===== config.mk =====
export PLATFORM = sky130hd
export DESIGN_NAME = bus_arbiter_flat
export DESIGN_NICKNAME = d
export VERILOG_FILES = /design/src/rtl/bus_arbiter_if.sv /design/src/rtl/bus_arbiter.sv /design/src/flat_wrapper.sv
export SDC_FILE = /design/constraint.sdc
export NUM_CORES = 1
export LEC_CHECK = 0
export BUFFER_PORTS_ARGS = -buffer_cell sky130_fd_sc_hd__buf_2
export CORE_AREA = 2 2 118 120
export DETAILED_ROUTE_END_ITERATION = 10
export DIE_AREA = 0 0 120 122
export HOLD_SLACK_MARGIN = 0.08
export PLACE_DENSITY = 0.75
export SLEW_MARGIN = 20
export SYNTH_ARGS = -nofsm -noshare
export SYNTH_HDL_FRONTEND = slang
export SYNTH_SLANG_ARGS = --single-unit

===== constraint.sdc =====
create_clock -name clk -period 1.4 [get_ports clk]
set_input_delay 0.07 -clock clk [delete_from_list [all_inputs] [get_ports clk]]
set_output_delay 0.07 -clock clk [all_outputs]
set_load 0.02 [all_outputs]

===== src/rtl/bus_arbiter_if.sv =====
// Bus bundle for the two-master / one-slave arbiter. The "master" modport is the
// arbiter's view (it masters the slave bus); "slave" is the attached environment.
interface bus_arbiter_if;
  logic [31:0] m0_addr_i;
  logic [31:0] m0_data_i;
  logic        m0_read_i;
  logic        m0_write_i;
  logic [31:0] m0_data_o;
  logic        m0_ack_o;
  logic [31:0] m1_addr_i;
  logic [31:0] m1_data_i;
  logic        m1_read_i;
  logic        m1_write_i;
  logic [31:0] m1_data_o;
  logic        m1_ack_o;
  logic [31:0] s_addr_o;
  logic [31:0] s_data_o;
  logic        s_read_o;
  logic        s_write_o;
  logic [31:0] s_data_i;
  logic        s_ack_i;
  logic        timeout_o;

  modport master (
    input  m0_addr_i, m0_data_i, m0_read_i, m0_write_i,
    input  m1_addr_i, m1_data_i, m1_read_i, m1_write_i,
    input  s_data_i, s_ack_i,
    output m0_data_o, m0_ack_o, m1_data_o, m1_ack_o,
    output s_addr_o, s_data_o, s_read_o, s_write_o, timeout_o
  );

  modport slave (
    output m0_addr_i, m0_data_i, m0_read_i, m0_write_i,
    output m1_addr_i, m1_data_i, m1_read_i, m1_write_i,
    output s_data_i, s_ack_i,
    input  m0_data_o, m0_ack_o, m1_data_o, m1_ack_o,
    input  s_addr_o, s_data_o, s_read_o, s_write_o, timeout_o
  );
endinterface


===== src/rtl/bus_arbiter.sv =====
// Round-robin arbiter: two masters share one slave, one transaction per grant,
// with a watchdog that force-completes transactions the slave never acknowledges.
module bus_arbiter #(
  parameter int TIMEOUT_CYCLES = 255
) (
  input  logic          clk,
  input  logic          rst_n,
  bus_arbiter_if.master bus
);
  localparam int CW = (TIMEOUT_CYCLES < 1) ? 1 : $clog2(TIMEOUT_CYCLES + 1);
  localparam logic [CW-1:0] CNT_LAST = CW'(TIMEOUT_CYCLES - 1);
  localparam bit WDOG_EN = (TIMEOUT_CYCLES != 0);

  typedef enum logic [0:0] {IDLE = 1'b0, BUSY = 1'b1} state_t;

  state_t        state_r;
  logic          owner_r;
  logic          last_grant_r;
  logic [31:0]   addr_r;
  logic [31:0]   data_r;
  logic          read_r;
  logic          write_r;
  logic [CW-1:0] cnt_r;

  logic        req0_s, req1_s, winner_s;
  logic [31:0] win_addr_s, win_data_s;
  logic        win_read_s, win_write_s;
  logic        ack_s, tmo_s, done_s;

  // Request decode and round-robin winner selection
  always_comb begin
    req0_s = bus.m0_read_i | bus.m0_write_i;
    req1_s = bus.m1_read_i | bus.m1_write_i;
    if (req0_s && req1_s) begin
      winner_s = ~last_grant_r;
    end else if (req1_s) begin
      winner_s = 1'b1;
    end else begin
      winner_s = 1'b0;
    end
    if (winner_s) begin
      win_addr_s  = bus.m1_addr_i;
      win_data_s  = bus.m1_data_i;
      win_write_s = bus.m1_write_i;
      win_read_s  = bus.m1_read_i & ~bus.m1_write_i;
    end else begin
      win_addr_s  = bus.m0_addr_i;
      win_data_s  = bus.m0_data_i;
      win_write_s = bus.m0_write_i;
      win_read_s  = bus.m0_read_i & ~bus.m0_write_i;
    end
  end

  // Completion: a slave ack always beats a watchdog expiry in the same cycle
  always_comb begin
    ack_s  = (state_r == BUSY) && bus.s_ack_i;
    tmo_s  = (state_r == BUSY) && !bus.s_ack_i && WDOG_EN && (cnt_r == CNT_LAST);
    done_s = ack_s | tmo_s;
  end

  // Master-side return path, same cycle as the slave ack
  always_comb begin
    bus.m0_ack_o  = done_s && (owner_r == 1'b0);
    bus.m1_ack_o  = done_s && (owner_r == 1'b1);
    bus.m0_data_o = (ack_s && (owner_r == 1'b0)) ? bus.s_data_i : 32'h0000_0000;
    bus.m1_data_o = (ack_s && (owner_r == 1'b1)) ? bus.s_data_i : 32'h0000_0000;
    bus.timeout_o = tmo_s;
  end

  assign bus.s_addr_o  = addr_r;
  assign bus.s_data_o  = data_r;
  assign bus.s_read_o  = read_r;
  assign bus.s_write_o = write_r;

  // Grant FSM with latched slave-side command
  always_ff @(posedge clk or negedge rst_n) begin
    if (!rst_n) begin
      state_r      <= IDLE;
      owner_r      <= 1'b0;
      last_grant_r <= 1'b1;
      addr_r       <= 32'h0000_0000;
      data_r       <= 32'h0000_0000;
      read_r       <= 1'b0;
      write_r      <= 1'b0;
      cnt_r        <= '0;
    end else begin
      case (state_r)
        IDLE: begin
          if (req0_s || req1_s) begin
            owner_r      <= winner_s;
            last_grant_r <= winner_s;
            addr_r       <= win_addr_s;
            data_r       <= win_data_s;
            read_r       <= win_read_s;
            write_r      <= win_write_s;
            cnt_r        <= '0;
            state_r      <= BUSY;
          end
        end
        BUSY: begin
          cnt_r <= cnt_r + CW'(1);
          if (done_s) begin
            read_r  <= 1'b0;
            write_r <= 1'b0;
            state_r <= IDLE;
          end
        end
        default: begin
          state_r <= IDLE;
          read_r  <= 1'b0;
          write_r <= 1'b0;
        end
      endcase
    end
  end
endmodule


===== src/flat_wrapper.sv =====
// flat-port wrapper written by rule: the top's interface ports become plain ports
module bus_arbiter_flat 
#(
  parameter int TIMEOUT_CYCLES = 255
)
  (clk, rst_n, bus_m0_addr_i, bus_m0_data_i, bus_m0_read_i, bus_m0_write_i, bus_m1_addr_i, bus_m1_data_i, bus_m1_read_i, bus_m1_write_i, bus_s_data_i, bus_s_ack_i, bus_m0_data_o, bus_m0_ack_o, bus_m1_data_o, bus_m1_ack_o, bus_s_addr_o, bus_s_data_o, bus_s_read_o, bus_s_write_o, bus_timeout_o);
  bus_arbiter_if bus_i ();
  input  logic clk;
  input  logic rst_n;
  input wire logic [$bits(bus_i.m0_addr_i)-1:0] bus_m0_addr_i;
  input wire logic [$bits(bus_i.m0_data_i)-1:0] bus_m0_data_i;
  input wire logic [$bits(bus_i.m0_read_i)-1:0] bus_m0_read_i;
  input wire logic [$bits(bus_i.m0_write_i)-1:0] bus_m0_write_i;
  input wire logic [$bits(bus_i.m1_addr_i)-1:0] bus_m1_addr_i;
  input wire logic [$bits(bus_i.m1_data_i)-1:0] bus_m1_data_i;
  input wire logic [$bits(bus_i.m1_read_i)-1:0] bus_m1_read_i;
  input wire logic [$bits(bus_i.m1_write_i)-1:0] bus_m1_write_i;
  input wire logic [$bits(bus_i.s_data_i)-1:0] bus_s_data_i;
  input wire logic [$bits(bus_i.s_ack_i)-1:0] bus_s_ack_i;
  output wire logic [$bits(bus_i.m0_data_o)-1:0] bus_m0_data_o;
  output wire logic [$bits(bus_i.m0_ack_o)-1:0] bus_m0_ack_o;
  output wire logic [$bits(bus_i.m1_data_o)-1:0] bus_m1_data_o;
  output wire logic [$bits(bus_i.m1_ack_o)-1:0] bus_m1_ack_o;
  output wire logic [$bits(bus_i.s_addr_o)-1:0] bus_s_addr_o;
  output wire logic [$bits(bus_i.s_data_o)-1:0] bus_s_data_o;
  output wire logic [$bits(bus_i.s_read_o)-1:0] bus_s_read_o;
  output wire logic [$bits(bus_i.s_write_o)-1:0] bus_s_write_o;
  output wire logic [$bits(bus_i.timeout_o)-1:0] bus_timeout_o;
  assign bus_i.m0_addr_i = bus_m0_addr_i;
  assign bus_i.m0_data_i = bus_m0_data_i;
  assign bus_i.m0_read_i = bus_m0_read_i;
  assign bus_i.m0_write_i = bus_m0_write_i;
  assign bus_i.m1_addr_i = bus_m1_addr_i;
  assign bus_i.m1_data_i = bus_m1_data_i;
  assign bus_i.m1_read_i = bus_m1_read_i;
  assign bus_i.m1_write_i = bus_m1_write_i;
  assign bus_i.s_data_i = bus_s_data_i;
  assign bus_i.s_ack_i = bus_s_ack_i;
  assign bus_m0_data_o = bus_i.m0_data_o;
  assign bus_m0_ack_o = bus_i.m0_ack_o;
  assign bus_m1_data_o = bus_i.m1_data_o;
  assign bus_m1_ack_o = bus_i.m1_ack_o;
  assign bus_s_addr_o = bus_i.s_addr_o;
  assign bus_s_data_o = bus_i.s_data_o;
  assign bus_s_read_o = bus_i.s_read_o;
  assign bus_s_write_o = bus_i.s_write_o;
  assign bus_timeout_o = bus_i.timeout_o;
  bus_arbiter #(.TIMEOUT_CYCLES(TIMEOUT_CYCLES)) u_core (.clk(clk), .rst_n(rst_n), .bus(bus_i));
endmodule

Yosys cells after proc, flatten, opt, wreduce, memory -nomap -nowiden
Cells that the tools add are included.
{ "op_classes": {"mux": 18, "addsub": 1, "eq_ne": 3, "reduce_logical": 12, "bitwise_logic": 10} }
{ "ops": {"columns": ["cell", "n"], "rows": [
  ["32-bit two-way mux", 4],
  ["8-bit one-hot mux with 2 select lines", 1],
  ["1-bit two-way mux", 9],
  ["8-bit by 1-bit adder with 8-bit output, second input constant", 1],
  ["8-bit equality test, second input constant", 1],
  ["1-bit logical AND", 8],
  ["8-bit two-way mux", 1],
  ["1-bit one-hot mux with 2 select lines", 3],
  ["1-bit inverter", 5],
  ["2-bit AND reduction", 2],
  ["1-bit OR", 3],
  ["1-bit bitwise AND", 2],
  ["2-bit by 1-bit inequality test with 1-bit output, second input constant", 1],
  ["2-bit inequality test, second input constant", 1],
  ["1-bit zero test", 1],
  ["1-bit logical OR", 1]
]} }
{ "word_totals": {"word_cells": 52, "ff_bits": 77, "out_inout_bits": 133, "in_bits": 167} }

Depth between registers and ports, before layout
{ "logic_depth": {"depth_word": 6, "ltp_mapped": 5, "depth_no_buf": 5} }

Worst setup path before layout
Ideal clock, no wire load.
{ "synth_timing": {"path_type": "reg-to-output", "from": "register u_core.cnt_r[0]", "to": "output bus_m0_ack_o", "slack_ns": -0.045, "arrival_ns": 1.375, "path_stages_with_launch": 6, "path_buffers": 0, "t_required_ns": 1.330, "path_cell_list": "dfrtp_1 > inv_1 > ha_1 > nand4_1 > o21ai_0 > nor2b_1"} }
{ "synth_between": {"elab_chain_cells": 4} }
{ "synth_rtl": {"columns": ["item", "line", "source"], "rows": [
  ["start: declaration", "bus_arbiter.sv:23", "logic [CW-1:0] cnt_r;"],
  ["start signal: assignment", "bus_arbiter.sv:101", "cnt_r <= cnt_r + CW'(1);"],
  ["8-bit equality test", "bus_arbiter.sv:57", "tmo_s = (state_r == BUSY) && !bus.s_ack_i && WDOG_EN && (cnt_r == CNT_LAST);"],
  ["1-bit logical AND", "bus_arbiter.sv:57", null],
  ["1-bit OR", "bus_arbiter.sv:58", "done_s = ack_s | tmo_s;"],
  ["1-bit logical AND", "bus_arbiter.sv:63", "bus.m0_ack_o = done_s && (owner_r == 1'b0);"],
  ["end: declaration", "flat_wrapper.sv:21", "output wire logic [$bits(bus_i.m0_ack_o)-1:0] bus_m0_ack_o;"]
]} }
Every way passes these cells.

Worst setup path after layout
{ "layout_timing": {"from": "register u_core.owner_r", "to": "output bus_m1_data_o[14]"} }
{ "layout_between": {"elab_chain_cells": 2} }
{ "layout_rtl": {"columns": ["item", "line", "source"], "rows": [
  ["start: declaration", "bus_arbiter.sv:17", "logic owner_r;"],
  ["start signal: assignment", "bus_arbiter.sv:90", "owner_r <= winner_s;"],
  ["1-bit logical AND", "bus_arbiter.sv:66", "bus.m1_data_o = (ack_s && (owner_r == 1'b1)) ? bus.s_data_i : 32'h0000_0000;"],
  ["32-bit two-way mux", "bus_arbiter.sv:66", null],
  ["end: declaration", "flat_wrapper.sv:22", "output wire logic [$bits(bus_i.m1_data_o)-1:0] bus_m1_data_o;"]
]} }
Every way passes these cells.

==> impl_results.md <==
- Outcome: finished, violations left
- Failing checks: setup timing
- HP Class: in2reg
- Final Skew: 0.0167 ns
- Reg-to-reg startpoint: u_core.last_grant_r
- Site row count: 43
- R2r worst-path depth: 5
- Largest net degree at the start of global routing: 78
- Hpwl dp: 11,600 um
- Mean post-synth cell area: 9.89 um^2
- Worst skew pair latency: 0.34 ns
- Register area: roughly 0.0019 mm^2
- WHS Path Cells: 3
- Leakage power: 0.00440 uW
- Endpoint class of the critical path: output pin
- Final worst slack: -0.207 ns
- Min-delay src: bus_m1_addr_i[23]
- CTS tree: done
- Worst path slowest cell: dfrtp_2
- Die Span Y: about 120 um
- Core Region: about 0.014 mm^2
- Min-Delay Endpoint: u_core.bus.s_addr_o[23]
- MaxCap Viol Count: 0
- Critical-path cell list: and3_4 > clkbuf_16 > and2_4 > buf_6
- Initial Util: 32.6%
- Synth top area share: roughly 43%
- Htree depth: 3
- Dpl cells: 896
- Pwr Density: 1090 mW/mm^2
- Fin crit share: 115%
- Routed WL: about 27,000 um
- Nets: approximately 1,100
- Vias in the first global route: 6,001
- Critical path class: reg2out
- Die W: 120 um
- Multi-input gate area: 0.00363 mm^2
- Initial drt markers: 434
- Clock sink count: 77
- Root Buffer: clkbuf_16
- Final instance area: 0.0104 mm^2
- Routed vias: roughly 6,500
- Number of antenna violations at the first check in global routing: 1
- Top-count cell post-synth: dfrtp_1
- Pre-CTS WS: -0.0324 ns
- Synth warnings: 0
- Layout area overhead: 137%
- Final number of hold-violating endpoints: 0
- Remaining antenna violation count: 0
- Synthesized instance count: 445
- PortBufs: ~300
- Layout cells sized above 1: 68.2%
- Fillers: 770
- # IOs: 300
- Placed Area: about 0.0063 mm^2
- Synth cell types: 37
- Vias per cell: 6.00
- CP peak stage delay: 0.44 ns
- RePlAce Congestion: 0.802
- WP data arrival: 1.54 ns
- Min Tclk post-route: 1.61 ns
- Synth Net Count: 614
- R2R Path End: u_core.bus.s_data_o[8]
- Residual DRC: 0
- Worst path bufs/invs: 2
- Pre-Repair DR Iteration Count: 6
- Top cells by count, synth: dfrtp_1, o21ai_0, and2_1
- Routed WL per cell: 25.5 um
- FFs w/ async S/R, synth: 100%
- First-pass GRT wire length: 31,900 um
- Worst reg-to-reg setup slack: -0.19 ns
- Synthesized flop and latch total: 77
- Synth area leader: dfrtp_1
- Top Family by Delay on Critical Path: simple AND/OR/NAND/NOR gates
- Unrepaired setup endpoints after global routing: true
- EDFF count, synth: 0
- Crit path required time: around 1.3 ns
- CTS Buffer Depth: 2
- GR Overflow Total: 0
- Fin. max-slew vios: 0
- Worst hold margin: approximately 0.12 ns
- F_max: a little over 600 MHz
- Commonest register cell after synthesis: dfrtp_1
- Critical path startpoint category: register
- Sequential area share after synthesis: between 40% and 50%
- Synth top area cells: dfrtp_1, a2bb2oi_1, a311oi_1
- Clk pin slew, worst setup/hold paths: 0.06 ns
- Final Setup Violations: 133
- Mapped Area: 0.00440 mm^2
- Final Non-Filler Cells: 1,077
- DIE AREA: 0.0146 mm^2
- Worst rel slew slack: 63.2%
- CTS Buf Count: 9
- Actual slew at the worst max-slew pin: about 0.55 ns
- Maximum VDD drop: approximately 0.70 mV
- Total Routing Usage GR: 27.8%
- Worst-path fanout max: 8
## layout make-up
class,count,area share [%]
inverter,3,0.108
sequential,77,18.5
multi-input combinational,310,34.9
clock buffer,11,2.42
clock inverter,5,0.564
antenna,1,0.0240
timing repair buffer,490,41.3
tap,180,2.16
## state kept, by name, summed over array words and instances (netlist names)
| signal | flops |
|---|---|
| u_core.bus.s_read_o | 1 |
| u_core.cnt_r | 8 |
| u_core.state_r | 1 |
| u_core.owner_r | 1 |
| u_core.last_grant_r | 1 |
| u_core.bus.s_addr_o | 32 |
| u_core.bus.s_data_o | 32 |
| u_core.bus.s_write_o | 1 |
## logic make-up (layout without fill, tap and decap cells)
family                     Yosys count  in the layout  synth area share, %
AOI/OAI and AO/OA                  215            217                 36.5
xor gates and xnor gates             1              1                0.199
adders and majority gates            2              2                0.569
buffers and inverters               60            509                 6.31
DFF                                 77             77                 43.8
muxes                                1              1                0.256
other                                0              1                    0
and+or+nand+nor                     89             89                 12.3
## worst min-delay path, stage by stage
cell,delay (ns)
buf_2,0.11
a311oi_4,0.11
a2bb2oi_2,0.13
## per-layer routing
layer / vias to the layer above / global-route usage [%] / wire length, um
met5: - / 0 / 0
met4: 0 / 15.0 / 1670
met3: 154 / 6.88 / 2280
met2: 490 / 49.6 / 14000
met1: 3140 / 30.4 / 9540
li1: 2674 / - / -
## worst max-delay path by stage
stage                    start                end  slack [ns]  depth (start not counted)
2_1_floorplan  u_core.cnt_r[0]       bus_m0_ack_o        0.03                          5
3_3_place_gp   u_core.cnt_r[0]       bus_m0_ack_o       -0.01                          6
3_5_place_dp   u_core.cnt_r[0]       bus_m0_ack_o       -0.03                          6
4_1_cts        u_core.cnt_r[0]       bus_m0_ack_o       -0.19                          6
5_1_grt        u_core.cnt_r[0]       bus_m0_ack_o       -0.27                          6
6_report        u_core.owner_r  bus_m1_data_o[14]       -0.21                          4
## cell usage in the layout, fill, tap and decap left out, types with 3 or more instances in the layout
cell type | synthesis | routed
buf_16 | 0 | 4
buf_12 | 0 | 21
buf_6 | 0 | 77
buf_4 | 5 | 19
a2bb2oi_2 | 0 | 49
o21ai_0 | 69 | 9
a311oi_2 | 0 | 38
dfrtp_1 | 76 | 74
and2_4 | 0 | 59
dlygate4sd3_1 | 0 | 122
o21ai_4 | 0 | 12
buf_2 | 22 | 231
clkbuf_16 | 0 | 24
o21ai_2 | 1 | 27
a311oi_4 | 0 | 24
and2_1 | 65 | 6
o31ai_1 | 3 | 3
a2bb2oi_1 | 64 | 15
nand2_1 | 4 | 3
nand4_1 | 4 | 4
o21ai_1 | 0 | 23
inv_1 | 3 | 3
nor2_4 | 0 | 3
## through the flow
stage | TNS (ns) | power, uW | utilization, %
finish | -16.58 | 11400 | 77.2
global route | -21.07 | 11700 | 77.2
CTS | -8.66 | 9500 | 63.6
detailed placement | -0.101 | 6300 | 46.7
global placement | -0.00989 | 6270 | 46.7
floorplan | 0 | 4910 | -
## what timing repair did
item,CTS,global route
pin swaps,14,156
setup endpoints to repair,82,128
endpoints found under the hold margin,140,0
resized for setup,137,340
setup buffers,8,10
gates cloned,7,22
hold buffers,122,0
## power by group
group	switching (uW)	leakage, uW	internal (uW)	total [uW]
registers	418	0.000879	2710	3130
clock network	1010	0.000148	1480	2490
logic	2940	0.00338	2850	5790
total	4360	0.00440	7040	11400
(Power assumes the default switching activity.)
